$ cat config.mk
export PLATFORM = sky130hd
export DESIGN_NAME = dmem_arbiter
export DESIGN_NICKNAME = d
export VERILOG_FILES = /design/src/rtl/dmem_arbiter.sv
export SDC_FILE = /design/constraint.sdc
export NUM_CORES = 1
export LEC_CHECK = 0
export ABC_CLOCK_PERIOD_IN_PS = 2700
export CORE_ASPECT_RATIO = 0.6
export CORE_MARGIN = 2
export CORE_UTILIZATION = 42
export CTS_BUF_LIST = sky130_fd_sc_hd__clkbuf_8
export DETAILED_ROUTE_END_ITERATION = 7
export PLACE_DENSITY = 0.82
export SYNTH_ARGS = -nofsm -noshare
export SYNTH_HDL_FRONTEND = slang
export SYNTH_SLANG_ARGS = --single-unit
$ cat constraint.sdc
create_clock -name clk -period 2.7 [get_ports clk]
set_input_delay 0.54 -clock clk [delete_from_list [all_inputs] [get_ports clk]]
set_output_delay 0.54 -clock clk [all_outputs]
set_load 0.01 [all_outputs]
$ cat src/rtl/dmem_arbiter.sv
// -----------------------------------------------------------------------------
// dmem_arbiter
//   Shares one single-port, synchronous-read data memory between the core
//   load/store path (port 0) and a loader/DMA engine (port 1). Round-robin
//   arbitration with a starvation guard (MAX_WAIT), one access per cycle, and
//   per-port tagged read return one cycle after a load grant.
//
// Ports
//   clk, reset            clock; asynchronous active-low reset
//   reqN/weN/addrN/wdataN requester N access (held until gntN)
//   gntN                  combinational grant for this cycle
//   rvalidN/rdataN        load return, cycle after the load grant
//   mem_we/addr/wdata     memory command (address/data held while idle)
//   mem_rdata             memory read data, valid cycle after address
//   stall                 core request denied this cycle
//
// Optional build feature (macro DMEM_ARB_STATS_EN)
//   Adds stat_clr input and stat_gnt0/stat_gnt1/stat_stall 32-bit counters.
// -----------------------------------------------------------------------------
module dmem_arbiter #(
    parameter int AW       = 32,
    parameter int DW       = 32,
    parameter int MAX_WAIT = 4
) (
    input  logic          clk,
    input  logic          reset,
    input  logic          req0,
    input  logic          we0,
    input  logic [AW-1:0] addr0,
    input  logic [DW-1:0] wdata0,
    output logic          gnt0,
    output logic          rvalid0,
    output logic [DW-1:0] rdata0,
    input  logic          req1,
    input  logic          we1,
    input  logic [AW-1:0] addr1,
    input  logic [DW-1:0] wdata1,
    output logic          gnt1,
    output logic          rvalid1,
    output logic [DW-1:0] rdata1,
    output logic          mem_we,
    output logic [AW-1:0] mem_addr,
    output logic [DW-1:0] mem_wdata,
    input  logic [DW-1:0] mem_rdata,
`ifdef DMEM_ARB_STATS_EN
    input  logic          stat_clr,
    output logic [31:0]   stat_gnt0,
    output logic [31:0]   stat_gnt1,
    output logic [31:0]   stat_stall,
`endif
    output logic          stall
);

    localparam logic [3:0] MAX_W = 4'(MAX_WAIT);

    logic          last_gnt_q, last_gnt_d;
    logic [3:0]    wait0_q, wait0_d, wait1_q, wait1_d;
    logic          tag_valid_q, tag_valid_d;
    logic          tag_port_q, tag_port_d;
    logic [AW-1:0] mem_addr_q, mem_addr_d;
    logic [DW-1:0] mem_wdata_q, mem_wdata_d;
    logic [DW-1:0] rdata0_q, rdata0_d, rdata1_q, rdata1_d;

    // Saturating denial counter; any grant or withdrawn request restarts it.
    function automatic logic [3:0] next_wait(input logic req, input logic gnt,
                                             input logic [3:0] cur);
        if (!req || gnt) begin
            return 4'd0;
        end else if (cur == MAX_W) begin
            return cur;
        end else begin
            return cur + 4'd1;
        end
    endfunction

    // Grant selection: starved port first, otherwise the port not served last.
    // Grants are masked while reset is held so nothing reaches the memory.
    always_comb begin
        gnt0 = 1'b0;
        gnt1 = 1'b0;
        if (reset) begin
            if (req0 && req1) begin
                if (wait0_q == MAX_W) begin
                    gnt0 = 1'b1;
                end else if (wait1_q == MAX_W) begin
                    gnt1 = 1'b1;
                end else if (last_gnt_q) begin
                    gnt0 = 1'b1;
                end else begin
                    gnt1 = 1'b1;
                end
            end else if (req0) begin
                gnt0 = 1'b1;
            end else if (req1) begin
                gnt1 = 1'b1;
            end else begin
                gnt0 = 1'b0;
            end
        end else begin
            gnt0 = 1'b0;
        end
    end

    // Memory command mux; address and data hold their last value when idle.
    always_comb begin
        mem_we    = 1'b0;
        mem_addr  = mem_addr_q;
        mem_wdata = mem_wdata_q;
        if (gnt0) begin
            mem_we    = we0;
            mem_addr  = addr0;
            mem_wdata = wdata0;
        end else if (gnt1) begin
            mem_we    = we1;
            mem_addr  = addr1;
            mem_wdata = wdata1;
        end else begin
            mem_we    = 1'b0;
        end
    end

    // Read return: the tag routes mem_rdata to one port; the other port holds.
    always_comb begin
        rvalid0 = tag_valid_q & ~tag_port_q;
        rvalid1 = tag_valid_q &  tag_port_q;
        if (rvalid0) begin
            rdata0 = mem_rdata;
        end else begin
            rdata0 = rdata0_q;
        end
        if (rvalid1) begin
            rdata1 = mem_rdata;
        end else begin
            rdata1 = rdata1_q;
        end
        stall = req0 & ~gnt0 & reset;
    end

    // Next-state computation for arbitration history, tag and held buses.
    always_comb begin
        last_gnt_d  = last_gnt_q;
        if (gnt0 || gnt1) begin
            last_gnt_d = gnt1;
        end else begin
            last_gnt_d = last_gnt_q;
        end
        wait0_d     = next_wait(req0, gnt0, wait0_q);
        wait1_d     = next_wait(req1, gnt1, wait1_q);
        tag_valid_d = (gnt0 & ~we0) | (gnt1 & ~we1);
        tag_port_d  = gnt1;
        mem_addr_d  = mem_addr;
        mem_wdata_d = mem_wdata;
        rdata0_d    = rdata0;
        rdata1_d    = rdata1;
    end

    // State registers.
    always_ff @(posedge clk or negedge reset) begin
        if (!reset) begin
            last_gnt_q  <= 1'b1;
            wait0_q     <= 4'd0;
            wait1_q     <= 4'd0;
            tag_valid_q <= 1'b0;
            tag_port_q  <= 1'b0;
            mem_addr_q  <= {AW{1'b0}};
            mem_wdata_q <= {DW{1'b0}};
            rdata0_q    <= {DW{1'b0}};
            rdata1_q    <= {DW{1'b0}};
        end else begin
            last_gnt_q  <= last_gnt_d;
            wait0_q     <= wait0_d;
            wait1_q     <= wait1_d;
            tag_valid_q <= tag_valid_d;
            tag_port_q  <= tag_port_d;
            mem_addr_q  <= mem_addr_d;
            mem_wdata_q <= mem_wdata_d;
            rdata0_q    <= rdata0_d;
            rdata1_q    <= rdata1_d;
        end
    end

`ifdef DMEM_ARB_STATS_EN
    logic [31:0] stat_gnt0_q, stat_gnt0_d;
    logic [31:0] stat_gnt1_q, stat_gnt1_d;
    logic [31:0] stat_stall_q, stat_stall_d;

    // Event counters; clear wins over a same-cycle increment, wrap naturally.
    always_comb begin
        stat_gnt0_d  = stat_gnt0_q;
        stat_gnt1_d  = stat_gnt1_q;
        stat_stall_d = stat_stall_q;
        if (stat_clr) begin
            stat_gnt0_d  = 32'd0;
            stat_gnt1_d  = 32'd0;
            stat_stall_d = 32'd0;
        end else begin
            stat_gnt0_d  = stat_gnt0_q  + {31'd0, gnt0};
            stat_gnt1_d  = stat_gnt1_q  + {31'd0, gnt1};
            stat_stall_d = stat_stall_q + {31'd0, stall};
        end
    end

    // Statistics registers.
    always_ff @(posedge clk or negedge reset) begin
        if (!reset) begin
            stat_gnt0_q  <= 32'd0;
            stat_gnt1_q  <= 32'd0;
            stat_stall_q <= 32'd0;
        end else begin
            stat_gnt0_q  <= stat_gnt0_d;
            stat_gnt1_q  <= stat_gnt1_d;
            stat_stall_q <= stat_stall_d;
        end
    end

    assign stat_gnt0  = stat_gnt0_q;
    assign stat_gnt1  = stat_gnt1_q;
    assign stat_stall = stat_stall_q;
`endif

endmodule
# Word-level counts from Yosys, hierarchy flattened
# Cells that the tools add are included.
[word_totals] regBits=139 in_bits=166 out_inout_bits=134 wordCells=57
[classes] addsub=2 n_eq_ne=4 n_mux=25 bitwise_logic=11 reduce_logical=6
[ops] op="2-to-1 mux 32 bit" count=6
[ops] op="2-to-1 mux 4 bit" count=4
[ops] op="2-to-1 mux 1 bit" count=15
[ops] op="adder 4 x 1 -> 4 bit (second input constant)" count=2
[ops] op="== test 4 x 3 -> 1 bit (second input constant)" count=2
[ops] op="bitwise AND 1 bit" count=6
[ops] op="inequality test 2 x 1 -> 1 bit (second input constant)" count=2
[ops] op="NOT 1 bit" count=4
[ops] op="logical OR 1 bit" count=3
[ops] op="logical NOT 1 bit" count=2
[ops] op="logical AND 1 bit" count=1
[ops] op="OR 1 bit" count=1

# Depth between registers and ports, before layout
[depth] depth_word=8 ltp_mapped=9 mapped_depth_nobuf=7

# Worst setup path after synthesis
# OpenSTA, ideal clock, no wires.
[synth_path] path_kind="reg2out" startpoint="register wait1_q[0]" endpoint="output port mem_addr[10]" arrival_time_ns=2.008 t_required_ns=2.160 setup_slack_ns=0.152 path_stages_with_launch=9 path_buffers=2 path_cell_list="dfrtp_1 inv_1 ha_1 and3b_2 o211ai_4 buf_6 buf_6 mux2_4 mux2_2"
[synth_via] elab_chain_len=7 word_cells_on_any_way=11 classes_between="eq/ne: 1; mux: 10"
[synth_rtl] item="start, declared" line="57" source="logic [3:0] wait0_q, wait0_d, wait1_q, wait1_d;"
[synth_rtl] item="start signal, assigned" line="172" source="wait1_q <= wait1_d;"
[synth_rtl] item="== test 4 x 3 -> 1 bit *" line="85" source="end else if (wait1_q == MAX_W) begin"
[synth_rtl] item="2-to-1 mux 1 bit" line="85"
[synth_rtl] item="2-to-1 mux 1 bit" line="83" source="if (wait0_q == MAX_W) begin"
[synth_rtl] item="2-to-1 mux 1 bit" line="82" source="if (req0 && req1) begin"
[synth_rtl] item="2-to-1 mux 1 bit" line="81" source="if (reset) begin"
[synth_rtl] item="2-to-1 mux 32 bit" line="113" source="end else if (gnt1) begin"
[synth_rtl] item="2-to-1 mux 32 bit *" line="109" source="if (gnt0) begin"
[synth_rtl] item="end, declared" line="42" source="output logic [AW-1:0] mem_addr,"
# Mark *: on every way between the ends. The rest lies on a longest branch, timed or not.

# Worst setup path after layout
# Ends and elaborated chain as after synthesis.

==> results.py <==
metrics = {
    "run_status": {
        "status": "finished, violations left",
        "failed_checks": "negative setup slack",
    },
    "placed_design": {
        "dp_hpwl_mm": 13.1,
        "gp_congestion": 0.850,
        "io_buffers": 299,
    },
    "drt": {
        "postRouteAntennaNets": 0,
        "drt-total-wl_mm": 23.4,
        "drtPass1Iterations": 4,
        "wl_per_cell_um": 23.2,
        "num_vias": 5118,
        "drc": 0,
        "first_iter_violations": 266,
        "vias_per_cell": 5.07,
    },
    "clock_network": {
        "cts.sinks": 139,
        "cts_made_buffers": 17,
        "clkLatencyLatePin_ps": 440,
        "clockBufferDepth": 2,
        "cts.clk_slew.worst_paths_ps": 90,
        "cts_tree": "done",
        "clock-root-buffer": "clkbuf_8",
        "cts_htree_levels": 4,
    },
    "sta": {
        "slew_headroom_pct": 49.8,
        "rsz0062_at_grt": "true",
        "tightest_slew_ps": 754,
        "min_period_ps": 3250,
        "finalMaxSlewViolations": 0,
        "fmax_mhz": 308,
        "layout_setup_ws_ps": -550,
        "timing.final.crit_share_pct": 120,
        "whs_ps": 391,
        "setup_viol": 68,
        "clock_skew_ps": 16.2,
        "hold_viol": 0,
    },
    "synthesis": {
        "synth.avg_cell_area_sq_um": 15.2,
        "synthTopCellsByArea": "dfrtp_1, mux2_2, mux2_4, mux2_1, ha_1",
        "syn_nets": 574,
        "synth_top_family_by_area": "multiplexers",
        "ys_seq_elements": 139,
        "synthXorXnorAreaFrac_pct": 0.570,
        "seq_area_frac_synth_pct": 56.7,
        "synthCells": 404,
        "synth_simple_gate_area_share_pct": 2.08,
        "ys_warn_count": 0,
        "synth_cell_types": 30,
        "syn_area_sq_um": 6140,
        "synth_compound_area_share_pct": 1.53,
        "synth_top_area_share_pct": 56.2,
        "yosysTopAreaCell": "dfrtp_1",
        "synthAdderAreaFrac_pct": 0.815,
        "synthMuxAreaShare_pct": 35.8,
    },
    "critical_path": {
        "arrival_ps": 2710,
        "r2r-end": "mem_addr_q[10]",
        "slowest_delay_ps": 380,
        "ff2ff_path_depth": 13,
        "cpMostUsedCell": "buf_6",
        "slowest_stage": "dfrtp_1",
        "r2r_slack_ps": 70,
        "critPathKind": "reg -> out",
        "cp_max_fo": 9,
        "startpoint_type": "register",
        "required_ps": 2160,
        "endpoint_kind": "output pin",
        "r2r-start": "wait1_q[0]",
        "crit_chain": "inv_2 > ha_4 > and3b_2 > buf_4 > buf_6 > o211ai_4 > nand3_4 > buf_12 > clkbuf_16 > mux2_4 > buf_6",
    },
    "final_layout": {
        "drive_above_1_share_pct": 49.8,
        "diodes": 0,
        "syn_to_final_growth_pct": 90.1,
        "layout_commonest_cell": "clkdlybuf4s50_1",
        "layout_common_cells": "clkdlybuf4s50_1, dfrtp_1, mux2_4",
        "seqCellArea_sq_um": 3480,
        "multiInputGateArea_sq_um": 2990,
        "fillCellCount": 734,
        "nets": 969,
    },
    "die": {
        "start_util_pct": 42.7,
        "die-area_sq_um": 15600,
        "dieHeight_um": 97.7,
        "num_io_pins": 300,
        "die_w_um": 160,
        "rows": 34,
        "coreArea_sq_um": 14400,
    },
    "power": {
        "peakVddDrop_mv": 0.431,
        "power_leakage_nw": 6.02,
        "powerDensity_nw_per_um2": 739,
        "finalPower_mw": 8.62,
    },
    "flow_run": {
        "cap_viol_max_count": 0,
    },
    "hold_path": {
        "hp-class": "in -> async",
    },
    "global_routing": {
        "grt_overflow_total": 0,
        "grt_pass1_wl_mm": 32.6,
        "grt_usage_pct": 27.2,
        "grt_max_degree": 142,
        "grt_pass1_vias": 5612,
        "antenna_found_initial": 0,
    },
}
## repair_timing
action,4_1_cts,5_1_grt
hold endpoints to repair,0,0
setup endpoints to repair,68,81
buffers inserted,34,18
hold buffers,0,0
cloned,8,8
pin swaps,4,6
resized for setup,472,102
## final cells by class
| cell class | count | share of cell area (%) |
|---|---|---|
| clock buffers | 17 | 2.00 |
| repair buffers | 397 | 38.5 |
| clock inverters | 15 | 1.69 |
| well taps | 198 | 2.12 |
| inverters | 8 | 0.279 |
| multi-input cells | 236 | 25.6 |
| flip-flops and latches | 139 | 29.8 |
## critical path, delay by kind of cell, from the launching register on
kind / cells / cell delay [ps]
simple gates: 2 / 370
fa+ha+maj: 1 / 160
flops: 1 / 380
compound gates: 1 / 220
buf+inv: 6 / 810
mux: 1 / 320
## state kept, by name, indices dropped and copies added (netlist names)
register and flops:
tag_valid_q 1, rdata0_q 32, rdata1_q 32, tag_port_q 1, last_gnt_q 1, wait1_q 4, mem_addr_q 32, mem_wdata_q 32
wait0_q 4
## synthesized netlist by cell type
cell      count
buf_2         7
mux2_1        6
nand2_1       6
nor2b_1       3
nand3b_1      2
a21boi_0      2
inv_2         1
xnor2_1       4
a22o_1        1
and2_1        2
o21ai_0       1
and3b_2       1
mux2_4       10
clkbuf_1      4
dfstp_2       1
mux2_2      176
ha_1          4
o211ai_2      1
buf_4         4
nand3_1       3
buf_6         3
nor2_1        4
nand4b_1      1
inv_1         7
o22ai_1       1
nor3_1        2
a21oi_1       5
buf_1         3
o211ai_4      1
dfrtp_1     138
## cells by family after synthesis
| family | Yosys count |
|---|---|
| compound gates | 12 |
| buf+inv | 29 |
| fa+ha+maj | 4 |
| xor+xnor | 4 |
| simple gates | 24 |
| mux | 192 |
| flops | 139 |
## how the worst max path moves through the flow
stage	from	to	cells after the start
after floorplan	wait1_q[0]	mem_addr[10]	8
after detailed placement	req0	mem_addr[21]	7
after CTS	wait1_q[0]	mem_addr[9]	12
after global routing	wait1_q[0]	mem_addr[8]	11
final	wait1_q[0]	mem_addr[10]	11
after global placement	req0	mem_wdata[10]	7
## where the power goes
part	internal [mW]	switching (mW)	total, mW
Combinational	2.42	1.45	3.87
Sequential	2.66	0.196	2.86
Clock	1.01	0.884	1.89
Total	6.09	2.53	8.62
## per-layer routing
layer	global-route usage [%]	share of wire, %	vias to the layer above
met5	0	0	-
met4	9.91	2.5	0
met2	45.8	50	207
li1	-	-	2221
met1	34.9	42	2645
met3	5.80	5.3	45
## stage by stage
step	cell area (sq um)	TNS (ps)	utilization (%)	setup WS, ps	std cells
4_1_cts	11100	-28800	77.1	-546	986
3_5_place_dp	9590	-46730	66.7	-765	913
6_report	11700	-34200	81.2	-550	1010
3_3_place_gp	9590	-44460	66.7	-728	913
2_1_floorplan	6140	0	-	152	404
5_1_grt	11700	-38850	81.2	-616	1010
Note: power is estimated with default switching activity, not from simulation.
